### config.mk
export PLATFORM = sky130hd
export DESIGN_NAME = dog_pixel_pipe
export DESIGN_NICKNAME = d
export VERILOG_FILES = /design/src/rtl/dog_pixel_pipe.sv
export SDC_FILE = /design/constraint.sdc
export NUM_CORES = 1
export LEC_CHECK = 0
export CORE_ASPECT_RATIO = 1.4
export CORE_UTILIZATION = 63
export DETAILED_ROUTE_END_ITERATION = 12
export PLACE_DENSITY = 0.85
export SETUP_SLACK_MARGIN = 0.4
export SLEW_MARGIN = 30
export SYNTH_ARGS = -nofsm -noshare
export SYNTH_HDL_FRONTEND = slang
export SYNTH_SLANG_ARGS = --single-unit
### constraint.sdc
create_clock -name Clk -period 4.8 [get_ports Clk]
set_input_delay 0.72 -clock Clk [delete_from_list [all_inputs] [get_ports Clk]]
set_output_delay 0.72 -clock Clk [all_outputs]
set_load 0.01 [all_outputs]
### src/rtl/dog_pixel_pipe.sv
`default_nettype none
// ============================================================================
// Module   : dog_pixel_pipe
// Purpose  : Two-stage pixel pipeline for the dog sprite. Drives the sprite ROM
//            address, maps the returned index through a writable palette and
//            composites the result over the background colour.
// Options  : DOG_FLASH_EN - enables the laugh flash window, which inverts
//            opaque sprite colours for part of each 16-frame period.
// Revision : 1.0 - initial release
// ============================================================================
module dog_pixel_pipe #(
  parameter int ADDR_W       = 14,
  parameter int IDX_W        = 4,
  parameter int FLASH_FRAMES = 64
) (
  input  logic              Clk,
  input  logic              Reset,
  input  logic              frame_clk,
  input  logic              pix_valid,
  input  logic [9:0]        DrawX,
  input  logic [9:0]        DrawY,
  input  logic              is_dog,
  input  logic [ADDR_W-1:0] dog_addr,
  input  logic [23:0]       bg_rgb,
  output logic [ADDR_W-1:0] rom_addr,
  input  logic [IDX_W-1:0]  rom_data,
  input  logic              pal_we,
  input  logic [IDX_W-1:0]  pal_waddr,
  input  logic [23:0]       pal_wdata,
  input  logic              laugh,
  output logic              out_valid,
  output logic [9:0]        out_x,
  output logic [9:0]        out_y,
  output logic [23:0]       out_rgb,
  output logic              out_is_dog
);

  localparam int c_PAL_N = 1 << IDX_W;

  // Stage-1 registers: pixel attributes waiting for the ROM index
  logic              r_s1_valid;
  logic [9:0]        r_s1_x;
  logic [9:0]        r_s1_y;
  logic              r_s1_is_dog;
  logic [23:0]       r_s1_bg;

  // Palette storage
  logic [23:0]       r_pal [c_PAL_N];

  // Stage-2 combinational results
  logic              w_opaque;
  logic [23:0]       w_pal_rd;
  logic [23:0]       w_dog_rgb;
  logic [23:0]       w_rgb;
  logic              w_inv;

  // The ROM registers the address itself, so its data lines up with stage 1
  assign rom_addr = dog_addr;

  // Capture input pixel attributes into stage 1
  always_ff @(posedge Clk) begin
    if (Reset) begin
      r_s1_valid  <= 1'b0;
      r_s1_x      <= '0;
      r_s1_y      <= '0;
      r_s1_is_dog <= 1'b0;
      r_s1_bg     <= '0;
    end else begin
      r_s1_valid  <= pix_valid;
      r_s1_x      <= DrawX;
      r_s1_y      <= DrawY;
      r_s1_is_dog <= is_dog;
      r_s1_bg     <= bg_rgb;
    end
  end

  // Palette write port; reads are combinational so a same-cycle read sees the old entry
  always_ff @(posedge Clk) begin
    if (Reset) begin
      for (int i = 0; i < c_PAL_N; i++) begin
        r_pal[i] <= '0;
      end
    end else if (pal_we) begin
      r_pal[pal_waddr] <= pal_wdata;
    end
  end

  // Index 0 is transparent whatever palette entry 0 holds
  assign w_pal_rd  = r_pal[rom_data];
  assign w_opaque  = r_s1_is_dog && (rom_data != '0);
  assign w_dog_rgb = w_inv ? ~w_pal_rd : w_pal_rd;
  assign w_rgb     = w_opaque ? w_dog_rgb : r_s1_bg;

  // Register the composited pixel and its stage-1 attributes
  always_ff @(posedge Clk) begin
    if (Reset) begin
      out_valid  <= 1'b0;
      out_x      <= '0;
      out_y      <= '0;
      out_rgb    <= '0;
      out_is_dog <= 1'b0;
    end else begin
      out_valid  <= r_s1_valid;
      out_x      <= r_s1_x;
      out_y      <= r_s1_y;
      out_rgb    <= w_rgb;
      out_is_dog <= w_opaque;
    end
  end

`ifdef DOG_FLASH_EN
  localparam logic [6:0] c_FLASH_LOAD = 7'(FLASH_FRAMES);

  logic       r_frame_clk_d;
  logic       r_fe;
  logic [6:0] r_flash_cnt;

  // Turn the slow frame strobe level into a single-cycle frame pulse
  always_ff @(posedge Clk) begin
    if (Reset) begin
      r_frame_clk_d <= 1'b0;
      r_fe          <= 1'b0;
    end else begin
      r_frame_clk_d <= frame_clk;
      r_fe          <= frame_clk && !r_frame_clk_d;
    end
  end

  // Flash window counter: a laugh (re)loads, each frame counts down to zero
  always_ff @(posedge Clk) begin
    if (Reset) begin
      r_flash_cnt <= '0;
    end else if (laugh) begin
      r_flash_cnt <= c_FLASH_LOAD;
    end else if (r_fe && (r_flash_cnt != '0)) begin
      r_flash_cnt <= r_flash_cnt - 7'd1;
    end
  end

  // Bit 3 gives an 8-frames-on / 8-frames-off blink inside the window
  assign w_inv = (r_flash_cnt != '0) && r_flash_cnt[3];
`else
  // Flash inputs have no function in this build
  logic w_unused_flash;
  assign w_unused_flash = ^{frame_clk, laugh, (FLASH_FRAMES != 0)};
  assign w_inv          = 1'b0;
`endif

endmodule
`default_nettype wire

# Yosys cells after proc, flatten, opt, wreduce, memory -nomap -nowiden
# Memory sizes are Yosys's and may differ from the RTL's.
# Cells that the tools add are included.
# classes
muxes	9
n_reduce_logical	3
# ops
cell	count
two-way mux 24 bit	2
OR reduction 24 bit	1
two-way mux 1 bit	6
two-way mux 4 bit	1
nonzero test 4 bit	1
logical AND 1 bit	1
# word_totals
register_bits	92
mem_bits_rw	384
inputBits	97
memories	1
# memory_table
name	depth	width	read_ports	rd_ports_with_merged_regs	write_ports	line_no	source
r_pal	16	24	1	0	16	48	logic [23:0] r_pal [c_PAL_N];

# Longest topological paths before layout
# Gate-level depths: netlist (run 1).
# logic_depth
word_depth	5
depth_mapped	7

# Worst setup path before layout (run 1)
# OpenSTA, ideal clock, no wires.
# synth_path
path_kind	in2reg
from	input port Reset
to	memory r_pal[12][0], enable pin
setup_time_ns	0.358
arrival_ns	1.715
t_required_ns	4.442
setup_slack_ns	2.727
stages	4
path_buffers	1
path_cell_list	buf_2 -> nand4b_4 -> nor3_2 -> or2_2
# synth_lines
element	line_no	source
start: declaration	17	input logic Reset,
end: declaration	48	

==> run summary, run 1 <==
Share of cells above drive strength 1 - 13.1%
Minimum clock period - 2.75 ns
Flop2flop setup slack - 3.11 ns
CP startpoint kind - input pin
Failing checks - DRC
Die X - 152 um
Vias in the first global route - 11784
Routed vias/inst - 6.05
Crit path max-delay family - simple AND/OR/NAND/NOR gates
DRC viols - 14
Peak VDD IR - 269 uV
Clk_lat worst skew - 0.54 ns
Worst Skew - 0.0109 ns
Power density over the cells - 372 nW/um^2
Total Routing Usage GR - 28.3%
Static leakage - 0.00807 uW
Hold_buf cts - 0
Rows - 76
Synth Register Bits - 452
Inserted Clock Buffers - 41
Post-CTS Setup Inserts - 0
Gate Count Post-Synth - 1419
Initial antenna violation count - 1
Final cell count without fillers - 1898
Global-route wire length before repair - 67600 um
Ranking of synthesized cells by area - edfxtp_1 55%, and2_1 11%, dfxtp_1 9.3%
Final net count - 1576
TritonCTS clock tree - done
Slowest stage cell, crit path - or2_2
DR pass1 iterations - 9
Synth warn - 0
WP buf/inv - 2
Synth cell types - 40
Post-synth EDFFs - 360
Reg2Reg Depth - 3
Avg Cell Area, Syn - 14.0 sq um
Total number of vias - 11491
Worst slew pin tran - 0.867 ns
Post-CTS Resized - 0
Relative slew slack - 41.9%
Req. time, crit path - 4.96 ns
Detailed Place HPWL - 26800 um
Crit Path Class - in2reg
Die Ht - 212 um
CTS Sinks - 452
Hold path start - r_s1_x[2]$_SDFF_PP0_
Initial Util - 64.1%
Die area - 32200 sq um
WP data arrival - 2.91 ns
Syn Nets - 1516
Clock Path Buffers - 3
DR WL/cell - 23.7 um
Final hold violation count - 0
Cell Area, Synth - 19800 sq um
Largest area contributor in the netlist - edfxtp_1
Port buffer count - 126
Worst setup EP type - register
Slowest cell delay on critical path - 0.68 ns
Post-synthesis sequential area ratio - 63.8%
Post-DRT Antenna Nets - 0
Starting DRT DRC Count - 1177
Status - finished, violations left
Final wirelength - 45000 um
Critical path, cell by cell - clkdlybuf4s50_1, nor3b_4, nand2_2, nor2_2, buf_4, or2_2
Top-Level Pins - 157
Worst r2r src - r_s1_is_dog$_SDFF_PP0_
Finished Cell Area - 22200 sq um
GR Overflow Total - 0
RSZ-0062 raised after global routing - no
Global placement routability congestion - 0.824
Clk pin slew, worst setup/hold paths - 0.06 ns
Clk root buf - clkbuf_16
Max-Cap Viols - 0
Area growth, synth to finish - 12.2%
HP Class - reg2reg
Worst hold path cell count - 1
Tcrit/Tclk final - 57.2%
Critical path peak fanout - 25
Min-Delay Endpoint - out_x[2]$_SDFF_PP0_
Final setup vio count - 0
Htree depth - 2
Core area - 30900 sq um
Inst Count DP - 1826
Worst flop-to-flop path endpoint - out_rgb[6]$_SDFF_PP0_
Largest net degree at the start of global routing - 79
Fmax - 364 MHz
Slew Limit Fails - 0
Asr flop ratio synth - 0%
Setup TNS - 0 ns
Worst hold slack - 0.435 ns
Commonest register cell after synthesis - edfxtp_1
Placed cell areas - 21000 sq um
Top cell type's share of synthesized area - 54.5%
## placed cells by master (no fill, tap or decap), types with 24 or more instances in the layout
master	count
a22o_1	24
a22oi_1	24
and2_1	361
buf_4	26
clkbuf_16	42
clkdlybuf4s50_1	122
dfxtp_1	91
edfxtp_1	360
inv_1	24
mux2i_1	72
mux4_2	24
nor2_1	24
nor2b_1	92
o211ai_1	24
o22ai_1	24
## worst max-delay path by stage
stage | from | depth (start not counted) | end
global route | pal_we | 6 | r_pal[9][12]$_SDFFCE_PN0P_
CTS | pal_we | 6 | r_pal[9][12]$_SDFFCE_PN0P_
global placement | pal_we | 6 | r_pal[11][18]$_SDFFCE_PN0P_
finish | pal_we | 6 | r_pal[9][19]$_SDFFCE_PN0P_
floorplan | Reset | 4 | r_pal[12][0]$_SDFFCE_PN0P_
detailed placement | pal_we | 6 | r_pal[9][20]$_SDFFCE_PN0P_
## area by class of cell
class / instances / area (sq um)
diodes: 1 / 2.50
inverters: 24 / 90.1
clock buffers: 66 / 1190
repair buffers: 151 / 1460
fillers: 1889 / 8660
clock inverters: 5 / 55.1
well taps: 390 / 488
flip-flops and latches: 452 / 12700
multi-input cells: 809 / 6310
## metal layers
metal | track usage, % | wire length (um)
met3 | 3.48 | 2740
met1 | 35.0 | 17100
met2 | 51.1 | 23700
met5 | 0 | 0
met4 | 11.0 | 1380
## metrics by stage
step,util [%],setup slack [ns],power [uW]
2_1_floorplan,-,2.73,4990
4_1_cts,72.0,2.07,8300
3_5_place_dp,67.9,1.51,5260
3_3_place_gp,67.9,1.58,5220
5_1_grt,72.0,1.98,8510
6_report,72.0,2.05,8280
## cell families (layout without fill, tap and decap cells)
kind of cell           Yosys count  in the layout  synth area share [%]
other                            0              1                     0
and+or+nand+nor                520            520                  16.5
AOI/OAI and AO/OA              169            169                  7.45
buffers and inverters          158            246                  4.42
DFF                            452            452                  63.8
muxes                          120            120                  7.78
## cells in the mapped netlist (all sizes together) (37+ instances only)
cell type  number
mux2i          72
clkbuf         57
nor2b          95
and2          361
dfxtp          92
edfxtp        360
nor2           37
buf            77
## worst register-to-register path: stages (launching register included)
cell and delay, ns:
dfxtp_2 0.68, o21ai_0 0.24, a221oi_1 0.48, a211oi_1 0.14
## sequential cells by signal, summed over array words and instances (netlist names)
signal / count
r_s1_valid: 1
out_valid: 1
out_is_dog: 1
out_y: 10
r_s1_y: 10
r_pal: 360
r_s1_bg: 24
out_x: 10
r_s1_is_dog: 1
out_rgb: 24
r_s1_x: 10
## power breakdown
group          total, uW  switching [uW]  leakage [uW]  internal [uW]
registers           4510            66.7       0.00420           4440
logic                673             393       0.00327            280
clock network       3100            1350      0.000606           1750
Power figures use the tool's default switching activity.
==> inputs of run 2 (changes only) <==
CORE_UTILIZATION = 53   (was 63)
PLACE_DENSITY = 0.77   (was 0.85)
clock period = 2.3 ns   (was 4.8 ns; I/O delays follow)
==> run 2 against run 1 <==
  * The flow still finishes with violations (DRC)
  * Combinational power rose by 130%
  * Clock power up 120%
  * Final cell count grew 7.3%
  * First-iteration DRC count down 18%
  * Core utilization down 9.0 points
==> run summary, run 2 (synthesis gave the netlist of run 1 again) <==
Status - finished, violations left
Failing checks - DRC
Detailed Place HPWL - 29900 um
Slew Limit Fails - 0
Sw power - 3890 uW
Largest net degree at the start of global routing - 65
Highest-count cells in the layout ignoring fill and taps - 361 x and2_1, 360 x edfxtp_1, 122 x clkdlybuf4s50_1
Clk network pwr share - 38.2%
Core area - 36800 sq um
Final setup vio count - 0
Die Ht - 231 um
Dpl ws - 0.0299 ns
Sw Ratio - 22.0%
DR WL/cell - 22.0 um
Die X - 165 um
Worst Skew - 0.0175 ns
Largest register FFs - 360
Relative slew slack - 46.3%
Worst slew pin tran - 0.805 ns
Post-CTS Resized - 0
Static leakage - 0.00850 uW
Die area - 38200 sq um
Clk root buf - clkbuf_16
CTS Sinks - 452
Register Area - 12700 sq um
Largest reg by FF count - r_pal
DR pass1 iterations - 9
Int Power - 13800 uW
Met2 WL - 23800 um
Fillers - 2671
Power density over the cells - 765 nW/um^2
WP buf/inv - 1
Tcrit/Tclk final - 80.0%
Fmax - 543 MHz
Flop pwr share - 53.1%
Setup TNS - 0 ns
RSZ-0062 raised after global routing - no
Total number of vias - 11405
Peak VDD IR - 417 uV
Post-CTS Setup Inserts - 0
Starting DRT DRC Count - 968
Initial Util - 53.9%
Hold_buf cts - 0
Commonest non-fill, non-tap cell in the layout - and2_1
Global placement routability congestion - 0.818
Logic pwr share - 8.8%
Critical path, cell by cell - clkdlybuf4s50_1
Global-route wire length before repair - 68100 um
Htree depth - 2
Inserted Clock Buffers - 41
Slowest stage cell, crit path - clkdlybuf4s50_1
Total Routing Usage GR - 24.2%
Final wirelength - 44800 um
Final Worst Setup Slack - 0.459 ns
GR Overflow Total - 0
Multi-input logic area - 6310 sq um
Vias in the first global route - 11794
Max-Cap Viols - 0
Met1 Routed Length - 17000 um
CP startpoint kind - register
Minimum clock period - 1.84 ns
Clk pin slew, worst setup/hold paths - 0.07 ns
Clock Path Buffers - 3
DRC viols - 12
Routed vias/inst - 5.60
Top-Level Pins - 157
WP data arrival - 1.50 ns
Slowest cell delay on critical path - 0.58 ns
TritonCTS clock tree - done
Met3 WL - 2740 um
Rows - 83
Final hold violation count - 0
Share of cells above drive strength 1 - 16.9%
Largest registers - r_pal (360), out_rgb (24), r_s1_bg (24)
Port buffer count - 126
Initial antenna violation count - 3
Worst setup EP type - output pin
Req. time, crit path - 1.96 ns
Crit Path Class - reg2out
Clk_lat worst skew - 0.55 ns
Crit path max-delay family - buffers and inverters
HP Class - in2reg
Post-DRT Antenna Nets - 0
Final net count - 1630
Area growth, synth to finish - 16.7%
Highest metal used - met4
Critical path peak fanout - 1
[run 2: changes by cell type in the layout (fill, tap and decap cells not counted), sizes merged]
cell / before / now
diode: 1 / 3
clkinv: 3 / 11
buf: 29 / 83
clkbuf: 66 / 61
inv: 25 / 27
[run 2: worst paths after layout]
| path | endpoint | cells after the start | slack (ns) | start |
|---|---|---|---|---|
| max | out_rgb[11] | 1 | 0.46 | out_rgb[11]$_SDFF_PP0_ |
| min | r_s1_bg[23]$_SDFF_PP0_ | 2 | 0.19 | Reset |
| max reg2reg | out_rgb[14]$_SDFF_PP0_ | 4 | 0.59 | r_s1_is_dog$_SDFF_PP0_ |
| min reg2reg | out_x[6]$_SDFF_PP0_ | 1 | 0.43 | r_s1_x[6]$_SDFF_PP0_ |
[run 2: final cells by class]
type / instances / share of cell area, %
antenna: 3 / 0.0324
clock buffer: 61 / 5.31
clock inverter: 15 / 0.454
inverter: 24 / 0.389
multi-input combinational: 809 / 27.2
sequential: 452 / 54.7
tap: 467 / 2.52
timing repair buffer: 205 / 9.36
[run 2: power groups by stage]
stage	clock [uW]	combinational, uW	sequential [uW]
2_1_floorplan	0	880	9540
3_3_place_gp	0	1520	9540
3_5_place_dp	0	1550	9570
4_1_cts	6810	1560	9400
5_1_grt	7070	1650	9430
6_report	6750	1550	9400
[run 2: per-stage QoR]
step	total power (uW)	cells	hold WS [ns]	area, sq um	util [%]
5_1_grt	18200	2036	0.192	23100	63.0
2_1_floorplan	10400	1419	0.414	19800	-
3_3_place_gp	11100	1957	0.416	21800	59.3
6_report	17700	2036	0.187	23100	63.0
3_5_place_dp	11100	1957	0.423	21800	59.3
4_1_cts	17800	2033	0.187	23100	62.9
[run 2: routing by layer]
metal,global-route usage (%),vias to the layer above
met4,9.43,0
met2,42.3,379
met5,0,-
met1,29.8,5674
met3,3.63,83
li1,-,5269
